$ cat src/rtl/mdu_xlen.sv
// RV M-extension multiply/divide unit: iterative multiplier (MUL_STEP bits per cycle)
// and restoring divider, one operation in flight, valid/ready request and response.
module mdu_xlen #(
    parameter int XLEN     = 32,
    parameter int MUL_STEP = 2,
    parameter int TAG_W    = 5
) (
    input  logic             clk,
    input  logic             rst_n,
    input  logic             req_valid,
    output logic             req_ready,
    input  logic [2:0]       req_funct3,
    input  logic [XLEN-1:0]  req_a,
    input  logic [XLEN-1:0]  req_b,
    input  logic [TAG_W-1:0] req_tag,
    input  logic             flush,
    output logic             resp_valid,
    input  logic             resp_ready,
    output logic [XLEN-1:0]  resp_data,
    output logic [TAG_W-1:0] resp_tag,
    output logic             busy
);
    localparam int CW = $clog2(XLEN + 1);

    typedef enum logic [1:0] {IDLE, CALC, FIX, RESP} state_t;
    state_t state_reg, state_next;

    logic [2:0]          funct3_reg;
    logic [TAG_W-1:0]    tag_reg;
    logic                a_neg_reg;
    logic                res_neg_reg;
    logic                special_reg;
    logic [CW-1:0]       count_reg;
    logic [2*XLEN-1:0]   acc_reg;
    logic [2*XLEN-1:0]   mcand_reg;
    logic [XLEN-1:0]     mplier_reg;
    logic [XLEN-1:0]     resp_data_reg;

    logic                accept;
    logic                in_is_div, a_signed, b_signed, a_neg_in, b_neg_in;
    logic [XLEN-1:0]     a_abs_in, b_abs_in, special_val;
    logic                b_zero, ovf, special_in;

    assign req_ready  = (state_reg == IDLE) && !flush;
    assign busy       = (state_reg != IDLE);
    assign resp_valid = (state_reg == RESP);
    assign resp_data  = resp_data_reg;
    assign resp_tag   = tag_reg;
    assign accept     = req_valid && req_ready;

    // funct3[2] selects divide; among divides funct3[0]=0 is the signed flavour
    assign in_is_div = req_funct3[2];
    assign a_signed  = in_is_div ? !req_funct3[0] : (req_funct3[1:0] == 2'b01 || req_funct3[1:0] == 2'b10);
    assign b_signed  = in_is_div ? !req_funct3[0] : (req_funct3[1:0] == 2'b01);
    assign a_neg_in  = a_signed && req_a[XLEN-1];
    assign b_neg_in  = b_signed && req_b[XLEN-1];
    assign a_abs_in  = a_neg_in ? (~req_a + 1'b1) : req_a;
    assign b_abs_in  = b_neg_in ? (~req_b + 1'b1) : req_b;

    assign b_zero     = (req_b == '0);
    assign ovf        = !req_funct3[0] && (req_a == {1'b1, {(XLEN-1){1'b0}}}) && (&req_b);
    assign special_in = in_is_div && (b_zero || ovf);
    assign special_val = b_zero ? (req_funct3[1] ? req_a : '1)
                                : (req_funct3[1] ? '0 : req_a);

    // Multiplier: one shifted copy of the multiplicand per retired multiplier bit
    logic [2*XLEN-1:0] pp [MUL_STEP];
    logic [2*XLEN-1:0] mul_sum;
    genvar gi;
    generate
        for (gi = 0; gi < MUL_STEP; gi++) begin : g_pp
            assign pp[gi] = mplier_reg[gi] ? (mcand_reg << gi) : '0;
        end
    endgenerate

    always_comb begin
        mul_sum = acc_reg;
        for (int i = 0; i < MUL_STEP; i++) begin
            mul_sum = mul_sum + pp[i];
        end
    end

    // Divider: acc_reg holds {remainder, dividend/quotient}, divisor sits in mplier_reg
    logic [XLEN:0]     rem_shift, div_diff;
    logic [2*XLEN-1:0] div_next;
    assign rem_shift = {acc_reg[2*XLEN-1:XLEN], acc_reg[XLEN-1]};
    assign div_diff  = rem_shift - {1'b0, mplier_reg};
    assign div_next  = {div_diff[XLEN] ? rem_shift[XLEN-1:0] : div_diff[XLEN-1:0],
                        acc_reg[XLEN-2:0], ~div_diff[XLEN]};

    logic [2*XLEN-1:0] prod_fix;
    logic [XLEN-1:0]   quo, rem, fix_result;
    assign prod_fix = res_neg_reg ? (~acc_reg + 1'b1) : acc_reg;
    assign quo      = acc_reg[XLEN-1:0];
    assign rem      = acc_reg[2*XLEN-1:XLEN];

    always_comb begin
        fix_result = prod_fix[XLEN-1:0];
        if (special_reg) begin
            fix_result = acc_reg[XLEN-1:0];
        end else begin
            case (funct3_reg)
                3'b000:                 fix_result = prod_fix[XLEN-1:0];
                3'b001, 3'b010, 3'b011: fix_result = prod_fix[2*XLEN-1:XLEN];
                3'b100, 3'b101:         fix_result = res_neg_reg ? (~quo + 1'b1) : quo;
                default:                fix_result = a_neg_reg ? (~rem + 1'b1) : rem;
            endcase
        end
    end

    always_ff @(posedge clk or negedge rst_n) begin
        if (!rst_n) state_reg <= IDLE;
        else        state_reg <= state_next;
    end

    always_comb begin
        state_next = state_reg;
        case (state_reg)
            IDLE: if (accept) state_next = special_in ? FIX : CALC;
            CALC: if (count_reg == '0) state_next = FIX;
            FIX:  state_next = RESP;
            RESP: if (resp_ready) state_next = IDLE;
            default: state_next = IDLE;
        endcase
        if (flush) state_next = IDLE;
    end

    always_ff @(posedge clk or negedge rst_n) begin
        if (!rst_n) begin
            funct3_reg    <= '0;
            tag_reg       <= '0;
            a_neg_reg     <= 1'b0;
            res_neg_reg   <= 1'b0;
            special_reg   <= 1'b0;
            count_reg     <= '0;
            acc_reg       <= '0;
            mcand_reg     <= '0;
            mplier_reg    <= '0;
            resp_data_reg <= '0;
        end else if (accept) begin
            funct3_reg  <= req_funct3;
            tag_reg     <= req_tag;
            a_neg_reg   <= a_neg_in;
            res_neg_reg <= a_neg_in ^ b_neg_in;
            special_reg <= special_in;
            count_reg   <= in_is_div ? CW'(XLEN - 1) : CW'(XLEN / MUL_STEP - 1);
            mcand_reg   <= {{XLEN{1'b0}}, a_abs_in};
            mplier_reg  <= b_abs_in;
            if (special_in)     acc_reg <= {{XLEN{1'b0}}, special_val};
            else if (in_is_div) acc_reg <= {{XLEN{1'b0}}, a_abs_in};
            else                acc_reg <= '0;
        end else if (state_reg == CALC) begin
            count_reg <= count_reg - 1'b1;
            if (funct3_reg[2]) begin
                acc_reg <= div_next;
            end else begin
                acc_reg    <= mul_sum;
                mcand_reg  <= mcand_reg << MUL_STEP;
                mplier_reg <= mplier_reg >> MUL_STEP;
            end
        end else if (state_reg == FIX && !flush) begin
            resp_data_reg <= fix_result;
        end
    end
endmodule

$ cat config.mk
export PLATFORM = sky130hd
export DESIGN_NAME = mdu_xlen
export DESIGN_NICKNAME = d
export VERILOG_FILES = /design/src/rtl/mdu_xlen.sv
export SDC_FILE = /design/constraint.sdc
export NUM_CORES = 1
export LEC_CHECK = 0
export BUFFER_PORTS_ARGS = -buffer_cell sky130_fd_sc_hd__buf_2
export CAP_MARGIN = 20
export CORE_ASPECT_RATIO = 0.8
export CORE_MARGIN = 5
export CORE_UTILIZATION = 40
export DETAILED_ROUTE_END_ITERATION = 7
export PLACE_DENSITY = 0.55
export REMOVE_ABC_BUFFERS = 1
export SLEW_MARGIN = 20
export SYNTH_ARGS = -nofsm -noshare
export SYNTH_HDL_FRONTEND = slang
export SYNTH_SLANG_ARGS = --single-unit
$ cat constraint.sdc
create_clock -name clk -period 9.6 [get_ports clk]
set_input_delay 0.96 -clock clk [delete_from_list [all_inputs] [get_ports clk]]
set_output_delay 0.96 -clock clk [all_outputs]
set_load 0.05 [all_outputs]
# Yosys cells after proc, flatten, opt, wreduce, memory -nomap -nowiden
# Index checks and enable logic that the tools add are counted.
[word_totals] reg_bits=211 elab_cells=103
[op_classes] n_addsub=9 eq_ne=15 mux=35 bitwise_logic=9 reduce_logical=24
[ops] op="$mux W64" n=9
[ops] op="$mux W32" n=14
[ops] op="$add A32 B1 Y32 const B" n=4
[ops] op="$add A64 B64 Y64" n=2
[ops] op="$not A32 Y32" n=4
[ops] op="$pmux W32 S3" n=1
[ops] op="$add A64 B1 Y64 const B" n=1
[ops] op="$not A64 Y64" n=1
[ops] op="$sub A33 B32 Y33" n=1
[ops] op="$eq A32 B32 Y1 const B" n=1
[ops] op="$logic_not A32 Y1" n=1
[ops] op="$reduce_and A32 Y1" n=1
[ops] op="$mux W6" n=2
[ops] op="$mux W2" n=5
[ops] op="$logic_and A1 B1 Y1" n=8
[ops] op="$pmux W2 S4" n=1
[ops] op="$eq A2 B2 Y1 const B" n=3
[ops] op="$eq A3 B2 Y1 const B" n=2
[ops] op="$eq A3 B3 Y1 const B" n=2
[ops] op="$logic_not A6 Y1" n=1
[ops] op="$ne A3 B3 Y1 const B" n=2
[ops] op="$reduce_and A3 Y1" n=2
[ops] op="$sub A6 B1 Y6 const B" n=1
[ops] op="$mux W5" n=1
[ops] op="15 further kinds" n=22

# Longest topological paths before layout
[logic_depth] word_depth=9 depth_mapped=16

# Worst setup path before layout
# Ideal clock, no wire load.
[synth_timing] kind="reg-to-reg" from="register mplier_reg[0]" to="register acc_reg[26]" setup_ns=0.126 arrival_ns=3.881 required_time_ns=9.474 path_slack_ns=5.592 path_stages_with_launch=15 path_buffers=2 synth_period_minus_slack_ns=4.008 cell_sequence="dfrtp_1 > clkbuf_1 > clkbuf_1 > and2_1 > fa_1 > ha_1 > a21oi_2 > and2_4 > a211o_1 > a2111oi_0 > o21ai_0 > o21ai_0 > mux2i_1 > a21oi_1 > o32a_1"
[synth_via] elab_chain_cells=6
[synth_lines] element="from (decl)" line_no="36" text="logic [XLEN-1:0] mplier_reg;"
[synth_lines] element="from (signal assigned)" line_no="148" text="mplier_reg <= b_abs_in;"
[synth_lines] element="from (signal assigned)" line_no="159" text="mplier_reg <= mplier_reg >> MUL_STEP;"
[synth_lines] element="$mux W64" line_no="72" text="assign pp[gi] = mplier_reg[gi] ? (mcand_reg << gi) : '0;"
[synth_lines] element="$add A64 B64 Y64 (2 in a row)" line_no="79" text="mul_sum = mul_sum + pp[i];"
[synth_lines] element="$mux W64" line_no="154" text="if (funct3_reg[2]) begin"
[synth_lines] element="$mux W64" line_no="152" text="end else if (state_reg == CALC) begin"
[synth_lines] element="$mux W64" line_no="140" text="end else if (accept) begin"
[synth_lines] element="to (signal assigned)" line_no="150" text="else if (in_is_div) acc_reg <= {{XLEN{1'b0}}, a_abs_in};"
[synth_lines] element="to (signal assigned)" line_no="155" text="acc_reg <= div_next;"
[synth_lines] element="to (signal assigned)" line_no="157" text="acc_reg <= mul_sum;"
[synth_lines] element="to (decl)" line_no="34" text="logic [2*XLEN-1:0] acc_reg;"
# No other way between the ends. The select of a mux whose other input is x is not followed.
# A chain may end at the register's enable or synchronous reset.

# Final worst setup path
[layout_timing] from="register mplier_reg[0]" to="register acc_reg[39]"
[layout_via] elab_chain_cells=6 word_cells_on_any_way=8 cone_classes="3 x add/sub; 5 x mux"
[layout_lines] element="$mux W64" line_no="72"
[layout_lines] element="$add A64 B64 Y64 (2 in a row)" line_no="79"
[layout_lines] element="$mux W64 (*)" line_no="154"
[layout_lines] element="$mux W64 (*)" line_no="152"
[layout_lines] element="$mux W64 (*)" line_no="140"
# Mark *: on every way between the ends. The rest lies on a longest branch, timed or not. The select of a mux whose other input is x is not followed.

==> impl_metrics.env <==
export IMPL_core_area_um2=55400
export IMPL_hold_violations=0
export IMPL_via_count=22800
export IMPL_timing_setup_tns_ps=0
export IMPL_power_ir_vdd_worst_mv=0.269
export IMPL_slew_headroom_pct=29.9
export IMPL_portBuffers=116
export IMPL_min_period_ps=5450
export IMPL_grt_max_degree=128
export IMPL_grt_antenna_before_repair=0
export IMPL_detail_route_antenna_nets=0
export IMPL_initialDrtViolationCount=2581
export IMPL_crit_buf_inv=2
export IMPL_worstHoldPathType="in -> async"
export IMPL_timing_hold_ws_ps=346
export IMPL_status="complete, no violations"
export IMPL_nets=3161
export IMPL_slowest_stage="a21oi_1"
export IMPL_gp_congestion=0.960
export IMPL_grt_usage_pct=28.1
export IMPL_crit_path_cell_trace="buf_4 > and2_1 > fa_1 > ha_1 > inv_1 > fa_1 > nor2b_1 > o211ai_1 > a311o_1 > a21oi_1 > o21ai_0 > o21ai_0 > xnor2_1 > nor2_1 > a221o_1"
export IMPL_drv_slew=0
export IMPL_p_sw_share_pct=55.8
export IMPL_routed_via_density=6.19
export IMPL_r2r_cells=15
export IMPL_yosysSeqAreaShare_pct=23.5
export IMPL_cts_sinks=211
export IMPL_fillCellCount=5619
export IMPL_die_area_um2=61000
export IMPL_cap_violations=0
export IMPL_grt_pass1_wl_mm=135
export IMPL_final_cell_mix="nand2_1, a21oi_1, nor2_1"
export IMPL_die_h_um=222
export IMPL_clock_power_share_pct=13.4
export IMPL_p_switching_mw=5.23
export IMPL_insertedDiodeCount=0
export IMPL_initial_core_util_pct=40.6
export IMPL_max_stage_delay_ps=860
export IMPL_cts_buffers=28
export IMPL_power_density_nw_per_um2=380
export IMPL_grt_overflow_total=0
export IMPL_cp_end_kind="flip-flop"
export IMPL_synth_edf_count=0
export IMPL_critical_path_class="reg -> reg"
export IMPL_final_common_cell="nand2_1"
export IMPL_dpl_worst_slack_ps=4390
export IMPL_async_reset_ff_share_pct=100
export IMPL_hold_buffers=0
export IMPL_cp_arrival_ps=5930
export IMPL_cts_tree="yes"
export IMPL_ys_ff_latch=211
export IMPL_io_pins=117
export IMPL_crit_path_start_kind="flip-flop"
export IMPL_clk_latency_ps=600
export IMPL_internal_power_mw=4.15
export IMPL_rsz0062_at_grt="false"
export IMPL_drive_gt1_share_pct=9.20
export IMPL_post_route_period_util_pct=56.8
export IMPL_synth_ff_type="dfrtp_1"
export IMPL_crit_fanout=45
export IMPL_grt_pass1_vias=21300
export IMPL_cts_setup_buffers=0
export IMPL_areaGrowthSynthToFinish_pct=9.84
export IMPL_power_leakage_nw=10.8
export IMPL_tightest_slew_ps=1050
export IMPL_netlist_area_um2=22500
export IMPL_syn_mean_instance_area_um2=7.70
export IMPL_synth_area_leader_cell="dfrtp_1"
export IMPL_netlist_area_leader_share_pct=23.5
export IMPL_routed_wirelength_mm=88.1
export IMPL_h_tree_depth=1
export IMPL_clk_path_buf_depth=3
export IMPL_path_delay_family="compound AO/OA/AOI/OAI gates"
export IMPL_drc=0
export IMPL_setup_ws_ps=4150
export IMPL_num_rows=77
export IMPL_fmax_mhz=184
export IMPL_pwr_share_comb_pct=66.2
export IMPL_cts_resized=0
export IMPL_synth_distinct_cells=94
export IMPL_setup_violations_final=0
export IMPL_p_seq_share_pct=20.4
export IMPL_die_x_um=275
export IMPL_clockRootBuffer="clkbuf_16"
export IMPL_syn_inst=2918
export IMPL_first_pass_iters=5
export IMPL_cp_required_ps=10090
export IMPL_clk_pin_slew_ps=60
export IMPL_skew_ps=21.9
export IMPL_path_depth=15
export IMPL_synth_area_leaders="dfrtp_1, a21oi_1, ha_1, fa_1, nand2_1"
export IMPL_hpwlAfterDp_mm=66.7
export IMPL_yosysWarnings=0
export IMPL_avgRoutedWirePerCell_um=23.9
==> worst register-to-register path, delay by kind of cell, from the launching register on <==
| kind | cells | cell delay (ps) |
|---|---|---|
| buffers and inverters | 2 | 440 |
| AND/OR/NAND/NOR | 3 | 590 |
| AO/OA/AOI/OAI | 6 | 2450 |
| flip-flops | 1 | 630 |
| adder cells (fa/ha/maj) | 3 | 1030 |
| XOR/XNOR | 1 | 200 |
==> layout make-up <==
cell class,instances,area [um2],area share (%)
Inverter,84,315,1.28
Clock inverter,20,317,1.28
Tap cell,750,938,3.80
Multi-Input combinational cell,2430,16100,65.4
Sequential cell,211,5280,21.4
Clock buffer,32,767,3.11
Timing Repair Buffer,157,911,3.69
==> stage by stage <==
stage / cell area, um2 / power (mW) / cells / utilization [%]
after floorplan: 21700 / 5.91 / 2725 / -
after global routing: 24700 / 10.0 / 3684 / 44.5
after detailed placement: 23600 / 7.97 / 3632 / 42.6
after CTS: 24700 / 9.27 / 3684 / 44.5
final: 24700 / 9.38 / 3684 / 44.5
after global placement: 23600 / 7.92 / 3632 / 42.6
==> worst paths after layout <==
| check | from | end | slack [ps] |
|---|---|---|---|
| min in group clk | resp_tag[1]$_DFFE_PN0P_ | resp_tag[1]$_DFFE_PN0P_ | 470 |
| max in group asynchronous | rst_n | mcand_reg[48]$_DFFE_PN0P_ | 8050 |
| worst min-delay path | rst_n | mcand_reg[6]$_DFFE_PN0P_ | 350 |
| worst min register to register | resp_tag[1]$_DFFE_PN0P_ | resp_tag[1]$_DFFE_PN0P_ | 470 |
| worst max-delay path | mplier_reg[0]$_DFFE_PN0P_ | acc_reg[39]$_DFFE_PN0N_ | 4150 |
| worst max register to register | mplier_reg[0]$_DFFE_PN0P_ | acc_reg[39]$_DFFE_PN0N_ | 4150 |
==> power groups by stage <==
stage | clock (mW) | combinational, mW | sequential (mW)
3_3_place_gp | 0 | 6.02 | 1.90
4_1_cts | 1.28 | 6.10 | 1.90
2_1_floorplan | 0 | 3.95 | 1.96
6_report | 1.26 | 6.21 | 1.91
3_5_place_dp | 0 | 6.06 | 1.91
5_1_grt | 1.31 | 6.77 | 1.95
==> Yosys cell counts (all sizes together), types with 64 or more instances <==
cell type	number
nand2	339
nor3	68
a21oi	276
dfrtp	211
xnor2	96
inv	82
ha	108
and2	140
clkbuf	151
xor2	98
fa	64
nor2	248
o21ai	253
==> cells by family after synthesis <==
kind of cell,after synthesis,synth area share (%)
AND/OR/NAND/NOR,1059,23.0
multiplexers,32,1.45
AO/OA/AOI/OAI,973,28.0
flip-flops,211,23.5
XOR/XNOR,194,7.56
adder cells (fa/ha/maj),172,11.7
buffers and inverters,277,4.82
==> per-layer routing <==
metal  GRT usage, %  part of all wire, %
met3           4.18                  8.7
met1           45.6                   49
met2           39.3                   40
met5              0                    0
met4           5.07                  2.0
Note: power is estimated with default switching activity, not from simulation.
